File: src/rtl/sdhci_pkg.sv
// Shared SDHCI definitions.
// Holds the DAT0 busy-monitor state encoding and the CRC status token values.
package sdhci_pkg;

  typedef enum logic [2:0] {
    StIdle,
    StWaitStart,
    StToken,
    StEndBit,
    StGuard,
    StBusy
  } dat_busy_state_e;

  // CRC status token bits as sampled MSB first between the start and end bits.
  localparam logic [2:0] CRC_TOKEN_OK  = 3'b010;
  localparam logic [2:0] CRC_TOKEN_NEG = 3'b101;

endpackage

File: src/rtl/dat_busy_monitor_if.sv
// Controller-side handshake of the DAT0 busy monitor.
//   start        controller -> monitor  pulse: begin a monitor sequence
//   busy_only    controller -> monitor  qualifier of start: 1 = R1b busy only
//   abort        controller -> monitor  pulse: drop back to idle, no done
//   active       monitor -> controller  sequence in progress
//   done         monitor -> controller  one-cycle end-of-sequence pulse
//   crc_err      monitor -> controller  with done: negative CRC token
//   token_err    monitor -> controller  with done: framing/token/start-bit error
//   timeout_err  monitor -> controller  with done: dat_timeout expired
//   busy_cycles  monitor -> controller  strobes spent in guard+busy
//                (only when SDHCI_BUSY_CYCLES_EN is defined)
// Modports: master = data/transfer controller, slave = dat_busy_monitor.
interface dat_busy_monitor_if;

  logic start;
  logic busy_only;
  logic abort;
  logic active;
  logic done;
  logic crc_err;
  logic token_err;
  logic timeout_err;
`ifdef SDHCI_BUSY_CYCLES_EN
  logic [31:0] busy_cycles;
`endif

  modport master (
    output start,
    output busy_only,
    output abort,
    input  active,
    input  done,
    input  crc_err,
    input  token_err,
`ifdef SDHCI_BUSY_CYCLES_EN
    input  busy_cycles,
`endif
    input  timeout_err
  );

  modport slave (
    input  start,
    input  busy_only,
    input  abort,
    output active,
    output done,
    output crc_err,
    output token_err,
`ifdef SDHCI_BUSY_CYCLES_EN
    output busy_cycles,
`endif
    output timeout_err
  );

endinterface

File: src/rtl/dat_busy_monitor.sv
// DAT0 busy monitor: after a block write receives the CRC status token
// (start bit, 3 token bits, end bit) and then waits out card busy; in R1b mode
// only waits out busy. Drives the running input of dat_timeout and consumes its
// timeout.
// Ports:
//   clk_i        system clock
//   rst_i        synchronous active-high reset
//   sd_strobe_i  one-cycle strobe: sample DAT0 this cycle
//   dat0_i       synchronised DAT0 level
//   running_o    to dat_timeout: waiting for the card
//   timeout_i    from dat_timeout
//   ctrl_if      controller handshake (dat_busy_monitor_if.slave)
// Optional feature: SDHCI_BUSY_CYCLES_EN adds ctrl_if.busy_cycles, a saturating
// count of strobes spent in guard+busy, cleared on an accepted start.
module dat_busy_monitor
  import sdhci_pkg::*;
#(
  parameter int unsigned BusyGuard    = 2,  // >= 1
  parameter int unsigned TokenWaitMax = 8   // >= 2
) (
  input  logic                   clk_i,
  input  logic                   rst_i,
  input  logic                   sd_strobe_i,
  input  logic                   dat0_i,
  output logic                   running_o,
  input  logic                   timeout_i,
  dat_busy_monitor_if.slave      ctrl_if
);

  // The counter is shared by start-bit wait, token bits and guard.
  localparam int unsigned CntMax0 = (BusyGuard > TokenWaitMax) ? BusyGuard : TokenWaitMax;
  localparam int unsigned CntMax  = (CntMax0 > 3) ? CntMax0 : 3;
  localparam int unsigned CntW    = $clog2(CntMax + 1);

  localparam logic [CntW-1:0] WaitLast  = CntW'(TokenWaitMax - 1);
  localparam logic [CntW-1:0] GuardLast = CntW'(BusyGuard - 1);
  localparam logic [CntW-1:0] TokLast   = CntW'(2);
  localparam logic [CntW-1:0] CntSat    = CntW'(CntMax);

  dat_busy_state_e state_q, state_d;
  logic [CntW-1:0] cnt_q, cnt_d;
  logic [2:0]      tok_q, tok_d;
  logic            done_q, done_d;
  logic            crc_err_q, crc_err_d;
  logic            token_err_q, token_err_d;
  logic            timeout_err_q, timeout_err_d;
  logic [CntW-1:0] cnt_inc;

  assign cnt_inc = (cnt_q == CntSat) ? cnt_q : cnt_q + 1'b1;

  always_comb begin
    state_d       = state_q;
    cnt_d         = cnt_q;
    tok_d         = tok_q;
    done_d        = 1'b0;
    crc_err_d     = 1'b0;
    token_err_d   = 1'b0;
    timeout_err_d = 1'b0;

    if (ctrl_if.abort) begin
      state_d = StIdle;
      cnt_d   = '0;
    end else if (state_q != StIdle && timeout_i) begin
      // Timeout outranks any DAT0 event sampled in the same cycle.
      state_d       = StIdle;
      cnt_d         = '0;
      done_d        = 1'b1;
      timeout_err_d = 1'b1;
    end else begin
      unique case (state_q)
        StIdle: begin
          if (ctrl_if.start) begin
            cnt_d   = '0;
            state_d = ctrl_if.busy_only ? StGuard : StWaitStart;
          end
        end
        StWaitStart: begin
          if (sd_strobe_i) begin
            if (!dat0_i) begin
              state_d = StToken;
              cnt_d   = '0;
            end else if (cnt_q >= WaitLast) begin
              state_d     = StIdle;
              cnt_d       = '0;
              done_d      = 1'b1;
              token_err_d = 1'b1;
            end else begin
              cnt_d = cnt_inc;
            end
          end
        end
        StToken: begin
          if (sd_strobe_i) begin
            tok_d = {tok_q[1:0], dat0_i};
            if (cnt_q >= TokLast) begin
              state_d = StEndBit;
              cnt_d   = '0;
            end else begin
              cnt_d = cnt_inc;
            end
          end
        end
        StEndBit: begin
          if (sd_strobe_i) begin
            cnt_d = '0;
            // A missing end bit is a framing error regardless of token value.
            if (dat0_i && tok_q == CRC_TOKEN_OK) begin
              state_d = StGuard;
            end else begin
              state_d = StIdle;
              done_d  = 1'b1;
              if (dat0_i && tok_q == CRC_TOKEN_NEG) begin
                crc_err_d = 1'b1;
              end else begin
                token_err_d = 1'b1;
              end
            end
          end
        end
        StGuard: begin
          // DAT0 is deliberately not looked at: the card may not pull it low yet.
          if (sd_strobe_i) begin
            if (cnt_q >= GuardLast) begin
              state_d = StBusy;
              cnt_d   = '0;
            end else begin
              cnt_d = cnt_inc;
            end
          end
        end
        StBusy: begin
          if (sd_strobe_i && dat0_i) begin
            state_d = StIdle;
            done_d  = 1'b1;
          end
        end
        default: begin
          state_d = StIdle;
          cnt_d   = '0;
        end
      endcase
    end
  end

  always_ff @(posedge clk_i) begin
    if (rst_i) begin
      state_q       <= StIdle;
      cnt_q         <= '0;
      tok_q         <= '0;
      done_q        <= 1'b0;
      crc_err_q     <= 1'b0;
      token_err_q   <= 1'b0;
      timeout_err_q <= 1'b0;
    end else begin
      state_q       <= state_d;
      cnt_q         <= cnt_d;
      tok_q         <= tok_d;
      done_q        <= done_d;
      crc_err_q     <= crc_err_d;
      token_err_q   <= token_err_d;
      timeout_err_q <= timeout_err_d;
    end
  end

  assign running_o           = (state_q != StIdle);
  assign ctrl_if.active      = (state_q != StIdle);
  assign ctrl_if.done        = done_q;
  assign ctrl_if.crc_err     = crc_err_q;
  assign ctrl_if.token_err   = token_err_q;
  assign ctrl_if.timeout_err = timeout_err_q;

`ifdef SDHCI_BUSY_CYCLES_EN
  logic [31:0] busy_cycles_q, busy_cycles_d;

  always_comb begin
    busy_cycles_d = busy_cycles_q;
    if (state_q == StIdle && ctrl_if.start && !ctrl_if.abort) begin
      busy_cycles_d = '0;
    end else if ((state_q == StGuard || state_q == StBusy) && sd_strobe_i &&
                 busy_cycles_q != 32'hFFFF_FFFF) begin
      busy_cycles_d = busy_cycles_q + 32'd1;
    end
  end

  always_ff @(posedge clk_i) begin
    if (rst_i) begin
      busy_cycles_q <= '0;
    end else begin
      busy_cycles_q <= busy_cycles_d;
    end
  end

  assign ctrl_if.busy_cycles = busy_cycles_q;
`endif

endmodule

File: src/flat_wrapper.sv
// flat-port wrapper written by rule: the top's interface ports become plain ports
module dat_busy_monitor_flat import sdhci_pkg::*;
#(
  parameter int unsigned BusyGuard    = 2,         
  parameter int unsigned TokenWaitMax = 8          
)
  (clk_i, rst_i, sd_strobe_i, dat0_i, running_o, timeout_i, ctrl_if_start, ctrl_if_busy_only, ctrl_if_abort, ctrl_if_active, ctrl_if_done, ctrl_if_crc_err, ctrl_if_token_err, ctrl_if_timeout_err);
  dat_busy_monitor_if ctrl_if_i ();
  input  logic clk_i;
  input  logic rst_i;
  input  logic sd_strobe_i;
  input  logic dat0_i;
  output logic running_o;
  input  logic timeout_i;
  input wire logic [$bits(ctrl_if_i.start)-1:0] ctrl_if_start;
  input wire logic [$bits(ctrl_if_i.busy_only)-1:0] ctrl_if_busy_only;
  input wire logic [$bits(ctrl_if_i.abort)-1:0] ctrl_if_abort;
  output wire logic [$bits(ctrl_if_i.active)-1:0] ctrl_if_active;
  output wire logic [$bits(ctrl_if_i.done)-1:0] ctrl_if_done;
  output wire logic [$bits(ctrl_if_i.crc_err)-1:0] ctrl_if_crc_err;
  output wire logic [$bits(ctrl_if_i.token_err)-1:0] ctrl_if_token_err;
  output wire logic [$bits(ctrl_if_i.timeout_err)-1:0] ctrl_if_timeout_err;
  assign ctrl_if_i.start = ctrl_if_start;
  assign ctrl_if_i.busy_only = ctrl_if_busy_only;
  assign ctrl_if_i.abort = ctrl_if_abort;
  assign ctrl_if_active = ctrl_if_i.active;
  assign ctrl_if_done = ctrl_if_i.done;
  assign ctrl_if_crc_err = ctrl_if_i.crc_err;
  assign ctrl_if_token_err = ctrl_if_i.token_err;
  assign ctrl_if_timeout_err = ctrl_if_i.timeout_err;
  dat_busy_monitor #(.BusyGuard(BusyGuard), .TokenWaitMax(TokenWaitMax)) u_core (.clk_i(clk_i), .rst_i(rst_i), .sd_strobe_i(sd_strobe_i), .dat0_i(dat0_i), .running_o(running_o), .timeout_i(timeout_i), .ctrl_if(ctrl_if_i));
endmodule
File: config.mk
export PLATFORM = sky130hd
export DESIGN_NAME = dat_busy_monitor_flat
export DESIGN_NICKNAME = d
export VERILOG_FILES = /design/src/rtl/sdhci_pkg.sv /design/src/rtl/dat_busy_monitor_if.sv /design/src/rtl/dat_busy_monitor.sv /design/src/flat_wrapper.sv
export SDC_FILE = /design/constraint.sdc
export NUM_CORES = 1
export LEC_CHECK = 0
export ABC_AREA = 1
export CAP_MARGIN = 20
export CORE_MARGIN = 10
export CORE_UTILIZATION = 53
export CTS_CLUSTER_SIZE = 10
export DETAILED_ROUTE_END_ITERATION = 10
export PLACE_DENSITY = 0.78
export SLEW_MARGIN = 25
export SYNTH_ARGS = -nofsm -noshare
export SYNTH_HDL_FRONTEND = slang
export SYNTH_SLANG_ARGS = --single-unit
File: constraint.sdc
create_clock -name clk_i -period 1.5 [get_ports clk_i]
set_clock_uncertainty 0.05 [all_clocks]
set_input_delay 0.225 -clock clk_i [delete_from_list [all_inputs] [get_ports clk_i]]
set_output_delay 0.225 -clock clk_i [all_outputs]
set_load 0.01 [all_outputs]
==> key figures <==
Outcome
  – Status: finished clean

Clocking
  – CTS tree: built
  – Hold-fix buffers, CTS: 0
  – Htree depth: 1
  – Clock sinks: 14
  – Clock latency on the worst-skew pair: 0.29 ns
  – CTS Buffer Depth: 2
  – Root Driver: clkbuf_4
  – Clk pin slew, worst setup/hold paths: 0.09 ns
  – CTS Buf Count: 3

Logic synthesis
  – Most common library cells after synthesis: 35 x nand2_1, 21 x nor2_1, 20 x inv_1, 14 x dfxtp_1, 9 x nand2_2
  – Count leader, synth: nand2_1
  – Syn Std Cell Area: 1008 um2
  – FFs w/ async S/R, synth: 0%
  – Post-synth EDFFs: 0
  – Yosys warns: 0
  – Top-area cell type share of the netlist area: 27.79%
  – Top FF cell, synth: dfxtp_1
  – Syn nets: 167
  – Synth unique cells: 22
  – Top post-synthesis cells by area: dfxtp_1 28%, nand2_1 13%, nor2_1 7.8%
  – Post-synthesis register bit count: 14
  – Post-Synthesis Cells: 155
  – Syn Area/Cell: 6.506 um2
  – Synth area leader: dfxtp_1
  – Register area share after synthesis: 27.79%

Floorplanning
  – Die area: 4048 um2
  – Core Area: 1764 um2
  – Die width: 63.62 um
  – Row Count: 15
  – Die Span Y: 63.62 um
  – Initial Util: 57.16%
  – Ports: 14

Worst setup path
  – Largest stage delay, worst path: 0.53 ns
  – R2r endpoint: u_core.state_q[1]
  – Crit-path slowest cell: clkdlybuf4s50_1
  – Critical path destination: ctrl_if_timeout_err
  – Critical Path Sink Type: output pin
  – Critical path class: flip-flop to output pin
  – Critical Path Start: u_core.ctrl_if.timeout_err
  – CP Depth: 1
  – Reg-to-Reg Start: u_core.cnt_q[0]
  – CP top delay family: buffers and inverters
  – Crit-path max FO: 1
  – WP buf/inv: 1
  – CP arrival: 1.15 ns
  – WP data required: 1.22 ns
  – Reg2Reg Depth: 12
  – Worst-path cell chain: clkdlybuf4s50_1
  – R2r setup slk: 0.08 ns
  – Startpoint Class: flip-flop

Power and ir drop
  – Sw Pwr: 855.2 uW
  – Leakage: 0.0006034 uW
  – Combinational share of power: 59.3%
  – Power Total: 1864 uW
  – Power share of the clock group: 15.0%
  – Sequential Power Share: 25.6%
  – Internal power: 1009 uW
  – PwrDens: 1439 nW/um2
  – Sw Ratio: 45.88%
  – Peak VDD IR: 0.001203 V

Drt
  – Total number of vias: 1045
  – Initial DRC Count: 31
  – Vias per cell: 5.098
  – DRC errors left: 0
  – Routed wire per std cell: 11.97 um
  – Post-route ant nets: 0
  – DR pass1 iterations: 4
  – WL final: 2453 um

STA
  – Pins Over Slew Limit: 0
  – Hold slack: 0.4379 ns
  – Setup TNS Final: 0 ns
  – Fmax: 703.8 MHz
  – Max_slew headroom: 82.94%
  – Post-layout min period: 1.421 ns
  – Final WS setup: 0.07905 ns
  – Slew of the pin with the lowest slew margin: 0.2550 ns
  – Hold Vio Cnt, Final: 0
  – RSZ-0062 raised after global routing: true
  – Fin crit share: 94.73%
  – Setup violations, final: 0

Placement
  – I/O Buffers: 13
  – Post-Place Setup Slack: -0.1027 ns
  – RD Place Congestion: 0.9267
  – Post-DP HPWL: 1937 um

Worst hold path
  – Hold-critical path depth: 2
  – Hold Crit Class: flip-flop to flip-flop

GRT
  – Total track usage: 12.28%
  – Largest net degree at the start of global routing: 9
  – Vias in the first global route: 983
  – Initial antenna violation count: 0
  – First-pass GRT wire length: 4153 um
  – Gr ovfl total: 0

Cells and area
  – Register Area: 290.3 um2
  – Fill count: 160
  – Multi-input gate area: 619.3 um2
  – Nets@finish: 193
  – Fin util: 73.40%
  – P&R area growth vs syn: 28.41%
  – Layout cells sized above 1: 28.89%
  – Antenna diodes: 0

Run
  – Max-cap viol count: 0
==> worst min path at each step <==
| stage | from | end | slack, ns |
|---|---|---|---|
| finish | u_core.tok_q[1] | u_core.tok_q[1] | 0.44 |
| CTS | u_core.cnt_q[1] | u_core.cnt_q[1] | 0.44 |
| global placement | u_core.tok_q[2] | u_core.tok_q[2] | 0.41 |
| floorplan | timeout_i | u_core.ctrl_if.timeout_err | 0.33 |
| global route | u_core.tok_q[1] | u_core.tok_q[1] | 0.47 |
| detailed placement | u_core.tok_q[2] | u_core.tok_q[2] | 0.43 |
==> state kept, by name (all words and copies together), names as in the netlist <==
name,cells
u_core.cnt_q,4
u_core.state_q,3
u_core.tok_q,3
u_core.ctrl_if.crc_err,1
u_core.ctrl_if.done,1
u_core.ctrl_if.timeout_err,1
u_core.ctrl_if.token_err,1
==> stage by stage <==
stage                     cell area, um2  std cells
final                               1295        205
after detailed placement            1217        199
after floorplan                     1008        155
after global routing                1295        205
after CTS                           1256        203
after global placement              1217        199
==> power groups by stage <==
stage	Clock [uW]	Sequential, uW	Combinational (uW)
global placement	0	474	1060
detailed placement	0	475	1080
global route	301	484	1230
floorplan	0	464	811
finish	280	478	1110
CTS	287	472	1060
==> per-layer routing <==
metal	track usage (%)	routed length [um]	share of wire (%)
met5	0	0	0
met4	4.918	43	1.8
met3	2.827	141	5.7
met2	21.73	1220	50
met1	13.68	1047	43
==> cell families (layout without fill, tap and decap cells) <==
family	count (synthesis)	count (layout)	share of synthesized area, %
AOI/OAI and AO/OA	14	14	7.693
and+or+nand+nor	95	95	48.02
DFF	14	14	27.79
adders and majority gates	4	4	4.963
buffers and inverters	28	53	11.54
==> cell usage in the layout, fill, tap and decap left out, types with 2 or more instances in the layout <==
cell and count:
nand2_1 34, nor2_1 20, inv_1 17, clkdlybuf4s50_1 11
nand2_2 10, buf_4 10, dfxtp_1 10, nand3_1 8
a21oi_1 8, nand4_1 8, nor2_2 5, inv_2 5
inv_4 3, nand2_4 3, o21ai_0 3, ha_1 3
clkbuf_4 3, nand3_2 2, a21oi_2 2, nor3_1 2
clkdlybuf4s15_1 2, dfxtp_4 2, dfxtp_2 2
==> cell type report <==
| type | count | area share [%] |
|---|---|---|
| multi-input cells | 113 | 47.83 |
| flip-flops and latches | 14 | 22.42 |
| repair buffers | 24 | 16.72 |
| inverters | 25 | 7.826 |
| clock buffers | 4 | 2.802 |
| well taps | 25 | 2.415 |
==> what timing repair did <==
item,4_1_cts,5_1_grt
pin swaps,0,4
gates resized for setup,6,14
buffers inserted,0,2
endpoints found under the setup margin,6,8
(Power assumes the default switching activity.)
